## config.mk

```make
export PLATFORM = sky130hd
export DESIGN_NAME = led_bounce_mode_sequencer
export DESIGN_NICKNAME = d
export VERILOG_FILES = /design/src/rtl/led_bounce_mode_sequencer.sv
export SDC_FILE = /design/constraint.sdc
export NUM_CORES = 1
export LEC_CHECK = 0
export ABC_AREA = 1
export BUFFER_PORTS_ARGS = -buffer_cell sky130_fd_sc_hd__buf_2
export CELL_PAD_IN_SITES_DETAIL_PLACEMENT = 2
export CELL_PAD_IN_SITES_GLOBAL_PLACEMENT = 2
export CORE_MARGIN = 2
export CORE_UTILIZATION = 38
export CTS_BUF_LIST = sky130_fd_sc_hd__clkbuf_16
export DETAILED_ROUTE_END_ITERATION = 10
export MAX_ROUTING_LAYER = met4
export PLACE_DENSITY = 0.87
export SLEW_MARGIN = 20
export SYNTH_ARGS = -nofsm -noshare
export SYNTH_HDL_FRONTEND = slang
export SYNTH_SLANG_ARGS = --single-unit
```

## constraint.sdc

```tcl
create_clock -name clk -period 4.87 [get_ports clk]
set_input_delay 0.974 -clock clk [delete_from_list [all_inputs] [get_ports clk]]
set_output_delay 0.974 -clock clk [all_outputs]
set_load 0.05 [all_outputs]
```

## src/rtl/led_bounce_mode_sequencer.sv

```systemverilog
// Button-driven LED pattern engine: bounce / count-up / count-down / hold, with debounce and step prescaler.
// Press latency DEBOUNCE_CYCLES+3 clocks to press_pulse, mode/LED update one clock later; no backpressure.
module led_bounce_mode_sequencer #(
    parameter int LED_WIDTH       = 8,
    parameter int DEBOUNCE_CYCLES = 8,
    parameter int STEP_CYCLES     = 4
) (
    input  logic                 clk,
    input  logic                 rst,
    input  logic                 push_button,
    input  logic [1:0]           speed_sel,
    output logic [LED_WIDTH-1:0] led_out,
    output logic [1:0]           mode,
    output logic                 press_pulse
);

    localparam int DB_W  = $clog2(DEBOUNCE_CYCLES + 1);
    localparam int PS_W  = $clog2(STEP_CYCLES * 8 + 1);
    localparam int POS_W = $clog2(LED_WIDTH);

    typedef enum logic [1:0] {
        M_BOUNCE     = 2'd0,
        M_COUNT_UP   = 2'd1,
        M_COUNT_DOWN = 2'd2,
        M_HOLD       = 2'd3
    } mode_e;

    logic                 s1_q, s1_d, s2_q, s2_d;
    logic                 stable_q, stable_d, stable_prev_q, stable_prev_d;
    logic [DB_W-1:0]      db_cnt_q, db_cnt_d;
    logic                 press_q, press_d;
    logic [PS_W-1:0]      ps_cnt_q, ps_cnt_d;
    logic [PS_W-1:0]      ps_limit;
    logic                 tick;
    mode_e                mode_q, mode_d;
    logic [LED_WIDTH-1:0] led_q, led_d;
    logic [POS_W-1:0]     pos_q, pos_d;
    logic                 dir_down_q, dir_down_d;

    always_ff @(posedge clk or posedge rst) begin
        if (rst) begin
            s1_q          <= 1'b0;
            s2_q          <= 1'b0;
            stable_q      <= 1'b0;
            stable_prev_q <= 1'b0;
            db_cnt_q      <= '0;
            press_q       <= 1'b0;
            ps_cnt_q      <= '0;
            mode_q        <= M_BOUNCE;
            led_q         <= {{(LED_WIDTH-1){1'b0}}, 1'b1};
            pos_q         <= '0;
            dir_down_q    <= 1'b0;
        end else begin
            s1_q          <= s1_d;
            s2_q          <= s2_d;
            stable_q      <= stable_d;
            stable_prev_q <= stable_prev_d;
            db_cnt_q      <= db_cnt_d;
            press_q       <= press_d;
            ps_cnt_q      <= ps_cnt_d;
            mode_q        <= mode_d;
            led_q         <= led_d;
            pos_q         <= pos_d;
            dir_down_q    <= dir_down_d;
        end
    end

    // >= rather than == so a speed increase mid-count ticks at once instead of wrapping
    assign ps_limit = PS_W'(STEP_CYCLES) << speed_sel;
    assign tick     = (ps_cnt_q >= (ps_limit - PS_W'(1)));

    always_comb begin
        s1_d          = push_button;
        s2_d          = s1_q;
        stable_d      = stable_q;
        db_cnt_d      = '0;
        stable_prev_d = stable_q;
        press_d       = stable_q & ~stable_prev_q;
        ps_cnt_d      = tick ? '0 : ps_cnt_q + PS_W'(1);
        mode_d        = mode_q;
        led_d         = led_q;
        pos_d         = pos_q;
        dir_down_d    = dir_down_q;

        if (s2_q != stable_q) begin
            if (db_cnt_q == DB_W'(DEBOUNCE_CYCLES - 1)) begin
                stable_d = s2_q;
            end else begin
                db_cnt_d = db_cnt_q + DB_W'(1);
            end
        end

        // A press takes priority over a coincident tick
        if (press_q) begin
            ps_cnt_d = '0;
            unique case (mode_q)
                M_BOUNCE: begin
                    mode_d = M_COUNT_UP;
                    led_d  = '0;
                end
                M_COUNT_UP: begin
                    mode_d = M_COUNT_DOWN;
                    led_d  = '1;
                end
                M_COUNT_DOWN: begin
                    mode_d = M_HOLD;
                end
                M_HOLD: begin
                    mode_d     = M_BOUNCE;
                    pos_d      = '0;
                    dir_down_d = 1'b0;
                    led_d      = {{(LED_WIDTH-1){1'b0}}, 1'b1};
                end
                default: mode_d = M_BOUNCE;
            endcase
        end else if (tick) begin
            unique case (mode_q)
                M_BOUNCE: begin
                    if (!dir_down_q) begin
                        if (pos_q == POS_W'(LED_WIDTH - 1)) begin
                            dir_down_d = 1'b1;
                            pos_d      = POS_W'(LED_WIDTH - 2);
                        end else begin
                            pos_d = pos_q + POS_W'(1);
                        end
                    end else begin
                        if (pos_q == '0) begin
                            dir_down_d = 1'b0;
                            pos_d      = POS_W'(1);
                        end else begin
                            pos_d = pos_q - POS_W'(1);
                        end
                    end
                    led_d = {{(LED_WIDTH-1){1'b0}}, 1'b1} << pos_d;
                end
                M_COUNT_UP:   led_d = led_q + LED_WIDTH'(1);
                M_COUNT_DOWN: led_d = led_q - LED_WIDTH'(1);
                M_HOLD:       led_d = led_q;
                default:      led_d = led_q;
            endcase
        end
    end

    assign led_out     = led_q;
    assign mode        = mode_q;
    assign press_pulse = press_q;

endmodule

```

==> impl_metrics.ini, run 1 <==
[place]
dp_hpwl_um = 4373
placer_congestion = 0.7600
dpl_cell_area_um2 = 2130
placement.setup.worst_slack_ns = 2.181
numPortBuffers = 15

[cts]
post-cts-setup-buffers = 0
cts_made_buffers = 5
tritoncts = done
clkTransAtPathRegs_ns = 0.05
cts-root-buf = sky130_fd_sc_hd__clkbuf_16
cts_buffer_depth = 2
cts.hold.buffers_added = 0
cts_num_sinks = 29
clk-insertion-delay-late_ns = 0.27
cts-resized-gates = 0
htree_levels = 2

[synth]
dominant_register_cell_in_the_synthesized_netlist = sky130_fd_sc_hd__dfrtp_1
postSynthCellCount = 266
yosys.area.top_type_share = 0.3480
yosysMostFrequentCell = sky130_fd_sc_hd__nand2_1
syn_avg_cell_area_um2 = 7.568
number_of_unique_standard_cell_types_used_by_synthesis = 33
post_synth_main_area_contributors = sky130_fd_sc_hd__dfrtp_1 35%, sky130_fd_sc_hd__nand2_1 15%, sky130_fd_sc_hd__ha_1 9.9%
sequential_fraction_of_the_synthesis_area = 0.3611
ys_seq_elements = 29
synth_area_um2 = 2013
number_of_warnings_reported_in_the_yosys_synthesis_log = 0
commonest_cells_in_the_synthesized_netlist = 83 x sky130_fd_sc_hd__nand2_1, 31 x sky130_fd_sc_hd__inv_1, 28 x sky130_fd_sc_hd__dfrtp_1, 24 x sky130_fd_sc_hd__nor2_1
synthDominantAreaCellType = sky130_fd_sc_hd__dfrtp_1
share_of_flip_flops_with_an_asynchronous_set_or_reset = 1.000
synth-edff-count = 0
postSynthNetCount = 287

[worst_setup_path]
crit-reg2reg-launch = mode[0]$_DFFE_PP0P_
timing.critical_path.from = mode[0]$_DFFE_PP0P_
type_of_the_setup_path_with_the_least_slack = register to register
arrival_ns = 2.78
start_kind = register
required_ns = 5.06
cp-end-kind = register
largest_fanout_on_the_critical_path = 13

[sta]
endpoints_failing_hold = 0
fin_worst_skew_ns = 0.006452
worst-slew-pin-transition_ns = 0.6460
final_report_setup_violation_count = 0
setup-tns-final_ns = 0
finalCritPeriodShare = 0.5326
period_minus_slack_ns = 2.594
rsz_0062_raised_after_global_routing = false
postLayoutSetupSlackWorst_ns = 2.276
fmax_mhz = 385.5
slew_headroom = 0.5687
final_max_slew_viol_count = 0

[finish]
final_core_util = 0.4488
flow.area_growth_from_synthesis_pct = 13.86
final_cell_area_um2 = 2292
layout.filler_cells = 612
final_layout_size_suffix_gt1_frac = 0.1514
inserted_diodes = 0
final_net_count = 304

[detailed_routing]
route.detailed.vias_per_inst = 5.127
drt_drc_violations_left = 0
total_length_of_routed_wires_um = 6045
drt-pass1-iter-count = 4
drtAntennaViolNets = 0
vias = 1815
detail_route.iter0.violations = 62
wl_per_cell_um = 17.08

[die]
boundaryPins = 16
floorplan.die_area_um2 = 5896
row_count = 26
die_w_um = 76.79
core_um2 = 5107
dieHeight_um = 76.79
floorplan.initialDensity = 0.3942

[run]
cap_violations = 0

[global_routing]
grt_pass1_vias = 2030
grt_start_max_net_pins = 30
overflow = 0
grt_first_pass_wirelength_um = 10380
grt_util_all_layers = 0.2330
antenna_found_initial = 0

[worst_hold_path]
hold_start = s1_q$_DFF_PP0_
hold_class = register to register

[run_status]
result_of_the_run = finished, final reports clean
placed cells by master, fill, tap and decap left out, drive strengths merged:
| cell type | Yosys | layout |
|---|---|---|
| a21o | 1 | 1 |
| a21oi | 9 | 9 |
| a22oi | 4 | 4 |
| a31oi | 2 | 2 |
| buf | 4 | 15 |
| bufinv | 0 | 1 |
| clkbuf | 1 | 5 |
| clkinv | 0 | 1 |
| conb | 1 | 1 |
| dfrtp | 28 | 28 |
| dfstp | 1 | 1 |
| ha | 16 | 16 |
| inv | 35 | 36 |
| nand2 | 87 | 87 |
| nand3 | 19 | 19 |
| nand3b | 2 | 2 |
| nand4 | 1 | 1 |
| nor2 | 29 | 29 |
| nor3b | 2 | 2 |
| o2111ai | 1 | 1 |
| o21ai | 9 | 9 |
| o21bai | 1 | 1 |
| o22ai | 2 | 2 |
| o31ai | 4 | 4 |
| xnor2 | 4 | 4 |
| xor2 | 3 | 3 |
final timing paths:
path                                           to  slack [ns]  depth (start not counted)
hold reg to reg                    s2_q$_DFF_PP0_        0.37                          0
min in group asynchronous    pos_q[2]$_DFFE_PP0P_        0.79                          2
hold / removal                     s2_q$_DFF_PP0_        0.37                          0
setup reg to reg           led_out[4]$_DFFE_PP0P_        2.28                         14
max in group asynchronous   ps_cnt_q[3]$_DFF_PP0_        3.66                          2
setup / recovery           led_out[4]$_DFFE_PP0P_        2.28                         14
cell families after synthesis:
group                    count (synthesis)  share of synthesized area
XOR/XNOR                                 7                    0.03045
other                                    1                   0.001863
flip-flops                              29                     0.3611
AO/OA/AOI/OAI                           33                     0.1113
AND/OR/NAND/NOR                        140                     0.3076
adder cells (fa/ha/maj)                 16                    0.09944
buffers and inverters                   40                    0.08825
sequential cells by signal (all words and copies together), names as in the netlist:
name	cells
led_out	8
stable_prev_d	1
s2_q	1
db_cnt_q	4
press_pulse	1
s1_q	1
stable_prev_q	1
ps_cnt_q	6
dir_down_q	1
mode	2
pos_q	3
layout make-up:
type / instances / area [um^2] / share of cell area
Tap cell: 70 / 87.58 / 0.03821
Timing Repair Buffer: 15 / 75.07 / 0.03275
Inverter: 35 / 131.4 / 0.05731
Clock inverter: 3 / 37.54 / 0.01638
Multi-Input combinational cell: 197 / 1109 / 0.4836
Clock buffer: 5 / 125.1 / 0.05459
Sequential cell: 29 / 726.9 / 0.3171
metal layers:
layer | vias up | wire length, um | track usage
met1 | 911 | 2601 | 0.2686
met4 | 0 | 55 | 0.08000
met5 | - | 0 | -
met2 | 24 | 3266 | 0.4096
li1 | 876 | - | -
met3 | 4 | 122 | 0.03882
worst max-delay path, cell delays in order (launching register included):
cell and delay (ns):
sky130_fd_sc_hd__dfrtp_1 0.42, sky130_fd_sc_hd__inv_1 0.14, sky130_fd_sc_hd__ha_1 0.53, sky130_fd_sc_hd__inv_2 0.23
sky130_fd_sc_hd__nand2_1 0.16, sky130_fd_sc_hd__nand2_1 0.07, sky130_fd_sc_hd__inv_1 0.05, sky130_fd_sc_hd__ha_1 0.14
sky130_fd_sc_hd__a21o_1 0.15, sky130_fd_sc_hd__nand2_1 0.09, sky130_fd_sc_hd__nand2_1 0.09, sky130_fd_sc_hd__nor2_1 0.05
sky130_fd_sc_hd__o21ai_1 0.16, sky130_fd_sc_hd__nand2_1 0.09, sky130_fd_sc_hd__a22oi_1 0.14
per-stage QoR:
step                hold slack, ns  instances
finish                      0.3734        354
global route                0.3840        354
CTS                         0.3799        354
detailed placement          0.3615        346
global placement            0.3503        346
floorplan                   0.3312        266
Power of run 1 is not shown: default switching activity piles up to over one toggle a cycle in this logic, so the estimate is an artifact.
==> inputs of run 2 (changes only) <==
--- a/config.mk
+++ b/config.mk
@@ -10,11 +10,11 @@
 export CELL_PAD_IN_SITES_DETAIL_PLACEMENT = 2
 export CELL_PAD_IN_SITES_GLOBAL_PLACEMENT = 2
 export CORE_MARGIN = 2
-export CORE_UTILIZATION = 38
+export CORE_UTILIZATION = 35
 export CTS_BUF_LIST = sky130_fd_sc_hd__clkbuf_16
 export DETAILED_ROUTE_END_ITERATION = 10
 export MAX_ROUTING_LAYER = met4
-export PLACE_DENSITY = 0.87
+export PLACE_DENSITY = 0.81
 export SLEW_MARGIN = 20
 export SYNTH_ARGS = -nofsm -noshare
 export SYNTH_HDL_FRONTEND = slang
==> constraint.sdc (replaced) <==
create_clock -name clk -period 2.5 [get_ports clk]
set_input_delay 0.5 -clock clk [delete_from_list [all_inputs] [get_ports clk]]
set_output_delay 0.5 -clock clk [all_outputs]
set_load 0.05 [all_outputs]
==> run 2 against run 1 <==
  * First-iteration DRC count down 1.6%
  * Global-route usage down 3.0 points
  * Via count down 2.1%
  * Non-clock buffer count up 2
  * Worst setup slack worse by 2.0 ns
  * Critical path depth up 1
  * Critical endpoint unchanged
==> impl_metrics.ini, run 2 (same netlist as run 1, synthesis figures left out) <==
[die]
die_w_um = 79.84
boundaryPins = 16
dieHeight_um = 79.84
floorplan.die_area_um2 = 6374
core_um2 = 5540
floorplan.initialDensity = 0.3634
row_count = 27

[sta]
finalCritPeriodShare = 0.8968
endpoints_failing_hold = 0
final_max_slew_viol_count = 0
setup-tns-final_ns = 0
rsz_0062_raised_after_global_routing = false
period_minus_slack_ns = 2.242
fmax_mhz = 446.0
fin_worst_skew_ns = 0.002512
final_report_setup_violation_count = 0

[detailed_routing]
met2RoutedLength_um = 2901
drtAntennaViolNets = 0
vias = 1776
wl_per_cell_um = 15.81
routed.top_layer = met4
routed-wl-met3_um = 101
total_length_of_routed_wires_um = 5660
detail_route.iter0.violations = 61
drt_drc_violations_left = 0
wl_met1_um = 2603
drt-pass1-iter-count = 4
route.detailed.vias_per_inst = 4.961

[cts]
cts_num_sinks = 29
clkTransAtPathRegs_ns = 0.05
tritoncts = done
cts_buffer_depth = 2
cts-root-buf = sky130_fd_sc_hd__clkbuf_16
cts_made_buffers = 5
clk-insertion-delay-late_ns = 0.27
cts.hold.buffers_added = 0
htree_levels = 2

[finish]
final_layout_size_suffix_gt1_frac = 0.1538
largest_reg_flops = 8
inserted_diodes = 0
final_net_count = 306
mostFrequentLayoutCell = sky130_fd_sc_hd__nand2_1
layout.filler_cells = 652
layout.cells.most_common_list = 83 x sky130_fd_sc_hd__nand2_1, 32 x sky130_fd_sc_hd__inv_1, 28 x sky130_fd_sc_hd__dfrtp_1
flow.area_growth_from_synthesis_pct = 14.85
final_cell_area_um2 = 2312

[place]
placer_congestion = 0.7702
numPortBuffers = 15
dpl_cell_area_um2 = 2147
dp_hpwl_um = 4150

[global_routing]
grt_pass1_vias = 1970
overflow = 0
grt_util_all_layers = 0.2025
antenna_found_initial = 0
grt_start_max_net_pins = 30
grt_first_pass_wirelength_um = 9666

[worst_setup_path]
cp-end-kind = register
required_ns = 2.69
regToRegSetupSlack_ns = 0.26
arrival_ns = 2.43
largest_fanout_on_the_critical_path = 9
start_kind = register
type_of_the_setup_path_with_the_least_slack = register to register

[worst_hold_path]
hold_class = primary input to async pin

[run_status]
result_of_the_run = finished, final reports clean

[run]
cap_violations = 0
[run 2: cell type report]
cell class | instances | area (um^2) | area share
Inverter | 35 | 133.9 | 0.05790
Clock inverter | 3 | 37.54 | 0.01623
Sequential cell | 29 | 726.9 | 0.3144
Timing Repair Buffer | 17 | 90.09 | 0.03896
Multi-Input combinational cell | 197 | 1109 | 0.4794
Tap cell | 72 | 90.09 | 0.03896
Clock buffer | 5 | 125.1 | 0.05411
[run 2: routing by layer]
metal,vias up,track usage
met3,6,0.03394
li1,881,-
met2,13,0.3555
met4,0,0.04576
met5,-,-
met1,876,0.2445
[run 2: worst paths after layout]
check / startpoint / to / cells past startpoint
hold / removal: rst / db_cnt_q[3]$_DFF_PP0_ / 3
min in group clk: push_button / s1_q$_DFF_PP0_ / 1
setup reg to reg: mode[0]$_DFFE_PP0P_ / led_out[4]$_DFFE_PP0P_ / 15
setup / recovery: mode[0]$_DFFE_PP0P_ / led_out[4]$_DFFE_PP0P_ / 15
max in group asynchronous: rst / led_out[0]$_DFFE_PP1P_ / 3
hold reg to reg: s1_q$_DFF_PP0_ / s2_q$_DFF_PP0_ / 0
[run 2: worst max-delay path: stages (launching register included)]
cell and delay (ns):
sky130_fd_sc_hd__dfrtp_1 0.40, sky130_fd_sc_hd__inv_1 0.11, sky130_fd_sc_hd__ha_1 0.26, sky130_fd_sc_hd__inv_4 0.14
sky130_fd_sc_hd__nand2_1 0.13, sky130_fd_sc_hd__nand2_1 0.10, sky130_fd_sc_hd__inv_1 0.05, sky130_fd_sc_hd__ha_1 0.17
sky130_fd_sc_hd__a21o_1 0.19, sky130_fd_sc_hd__nand2_1 0.08, sky130_fd_sc_hd__nand2_1 0.06, sky130_fd_sc_hd__nand2_1 0.07
sky130_fd_sc_hd__nand2_1 0.05, sky130_fd_sc_hd__o21ai_1 0.13, sky130_fd_sc_hd__nand2_1 0.08, sky130_fd_sc_hd__a22oi_1 0.14
[run 2: per-stage QoR]
stage	utilization	instances	hold slack (ns)	worst slack [ns]
after floorplan	-	266	0.3312	0.2071
after CTS	0.4169	358	0.3104	0.1917
after global placement	0.3875	350	0.3378	0.3733
after detailed placement	0.3875	350	0.3537	0.3082
final	0.4173	358	0.2968	0.2579
after global routing	0.4173	358	0.3299	0.03471
[run 2: timing repair]
item                       CTS  global route
resized for setup            0             1
setup buffers                0             0
setup endpoints to repair    0             1
Power of run 2 is left out for the same reason.
==> inputs of run 3 (changes only) <==
--- a/config.mk
+++ b/config.mk
@@ -9,12 +9,14 @@
 export BUFFER_PORTS_ARGS = -buffer_cell sky130_fd_sc_hd__buf_2
 export CELL_PAD_IN_SITES_DETAIL_PLACEMENT = 2
 export CELL_PAD_IN_SITES_GLOBAL_PLACEMENT = 2
+export CORE_ASPECT_RATIO = 0.7
 export CORE_MARGIN = 2
 export CORE_UTILIZATION = 35
 export CTS_BUF_LIST = sky130_fd_sc_hd__clkbuf_16
 export DETAILED_ROUTE_END_ITERATION = 10
 export MAX_ROUTING_LAYER = met4
 export PLACE_DENSITY = 0.81
+export SETUP_SLACK_MARGIN = 0.2
 export SLEW_MARGIN = 20
 export SYNTH_ARGS = -nofsm -noshare
 export SYNTH_HDL_FRONTEND = slang
==> run 3 against run 2 <==
  * Clock skew is 0.00076 ns lower
  * Worst setup slack better by 0.16 ns
  * Clock-buffer cell count did not move
  * Sequential share of layout area down 0.34 points
  * Wire length is 7.0% higher
  * Hold slack better by 0.0011 ns
  * Critical path type unchanged
  * Maximum frequency is 7.5% higher
  * Die area is 0.16% higher
==> impl_metrics.ini, run 3 (same netlist as run 1, synthesis figures left out) <==
[sta]
rsz_0062_raised_after_global_routing = false
setup-tns-final_ns = 0
period_minus_slack_ns = 2.086
fin_worst_skew_ns = 0.001750
final_report_setup_violation_count = 0
endpoints_failing_hold = 0
finalCritPeriodShare = 0.8345
fmax_mhz = 479.3
final_max_slew_viol_count = 0

[global_routing]
grt_start_max_net_pins = 30
grt_first_pass_wirelength_um = 10370
grt_pass1_vias = 1977
antenna_found_initial = 0
overflow = 0
grt_util_all_layers = 0.2242

[finish]
flow.area_growth_from_synthesis_pct = 16.10
inserted_diodes = 0
final_net_count = 308
final_layout_size_suffix_gt1_frac = 0.1667
final_core_util = 0.4144
layout.cells.most_common_list = 83 x sky130_fd_sc_hd__nand2_1, 31 x sky130_fd_sc_hd__inv_1, 28 x sky130_fd_sc_hd__dfrtp_1
mostFrequentLayoutCell = sky130_fd_sc_hd__nand2_1
largest_reg_flops = 8
layout.filler_cells = 695

[die]
floorplan.initialDensity = 0.3569
core_um2 = 5640
row_count = 23
boundaryPins = 16
dieHeight_um = 67.46
die_w_um = 94.65
floorplan.die_area_um2 = 6385

[worst_setup_path]
cp-end-kind = register
start_kind = register
worst_path_slowest_cell = sky130_fd_sc_hd__dfrtp_1
cp_cell_sequence = inv_1 -> ha_2 -> inv_4 -> nand2_1 -> nand2_1 -> inv_1 -> ha_1 -> a21o_1 -> nand2_1 -> nand2_1 -> nand2_1 -> nand2_1 -> o21ai_1 -> nand2_1 -> a22oi_1
cp_slowest_stage_delay_ns = 0.40
type_of_the_setup_path_with_the_least_slack = register to register
crit_path_top_cell_by_count = sky130_fd_sc_hd__nand2_1
arrival_ns = 2.28
required_ns = 2.69
largest_fanout_on_the_critical_path = 9

[cts]
cts-root-buf = sky130_fd_sc_hd__clkbuf_16
clkTransAtPathRegs_ns = 0.05
clk-insertion-delay-late_ns = 0.27
post-cts-setup-buffers = 0
cts.hold.buffers_added = 0
cts_num_sinks = 29
htree_levels = 2
cts_buffer_depth = 2
cts_made_buffers = 5
tritoncts = done
cts-resized-gates = 0

[detailed_routing]
total_length_of_routed_wires_um = 6057
wl_per_cell_um = 16.69
detail_route.iter0.violations = 64
drtAntennaViolNets = 0
met2RoutedLength_um = 2829
drt_drc_violations_left = 0
drt-pass1-iter-count = 4
routed-wl-met3_um = 107
vias = 1813
route.detailed.vias_per_inst = 4.994
routed.top_layer = met4
wl_met1_um = 3088

[run_status]
result_of_the_run = finished, final reports clean

[run]
cap_violations = 0

[worst_hold_path]
hold_class = primary input to async pin

[place]
placer_congestion = 0.7697
dp_hpwl_um = 4633
numPortBuffers = 15
[run 3: cell types whose count changed in the layout (fill, tap and decap cells not counted)]
cell,change
sky130_fd_sc_hd__inv_1,-1
sky130_fd_sc_hd__buf_4,+2
sky130_fd_sc_hd__ha_1,-1
sky130_fd_sc_hd__ha_2,+1
sky130_fd_sc_hd__clkinvlp_4,+1
[run 3: path summary, 6_finish.rpt]
check	start	endpoint	slack (ns)	cells after the start
setup / recovery	mode[0]$_DFFE_PP0P_	led_out[4]$_DFFE_PP0P_	0.41	15
min in group clk	push_button	s1_q$_DFF_PP0_	0.33	1
hold reg to reg	s1_q$_DFF_PP0_	s2_q$_DFF_PP0_	0.36	0
max in group asynchronous	rst	led_out[0]$_DFFE_PP1P_	1.88	3
hold / removal	rst	ps_cnt_q[1]$_DFF_PP0_	0.30	3
setup reg to reg	mode[0]$_DFFE_PP0P_	led_out[4]$_DFFE_PP0P_	0.41	15
[run 3: critical path: cells and delay by family (launching register included)]
family          cells  cell delay, ns
buf+inv             3            0.28
fa+ha+maj           2            0.41
flops               1            0.40
compound gates      3            0.44
simple gates        7            0.46
[run 3: metrics by stage]
step                hold slack [ns]  area (um^2)  std cells  setup WS (ns)
CTS                          0.3134         2332        363         0.2863
global route                 0.3179         2337        363         0.2019
floorplan                    0.3312         2013        266         0.2071
global placement             0.3381         2166        355         0.4956
detailed placement           0.3530         2166        355         0.2981
finish                       0.2979         2337        363         0.4137
[run 3: metal layers]
layer	global-route usage	vias to the layer above
met5	-	-
met4	0.03261	0
met3	0.05022	4
met2	0.3670	11
met1	0.2936	907
li1	-	891
[run 3: area by class of cell]
class	instances	area, um^2	area share
clock buffer	5	125.1	0.05353
timing repair buffer	19	105.1	0.04497
multi-input combinational	197	1111	0.4754
clock inverter	3	41.29	0.01767
sequential	29	726.9	0.3110
inverter	35	133.9	0.05728
tap	75	93.84	0.04015
Power of run 3 is left out for the same reason.
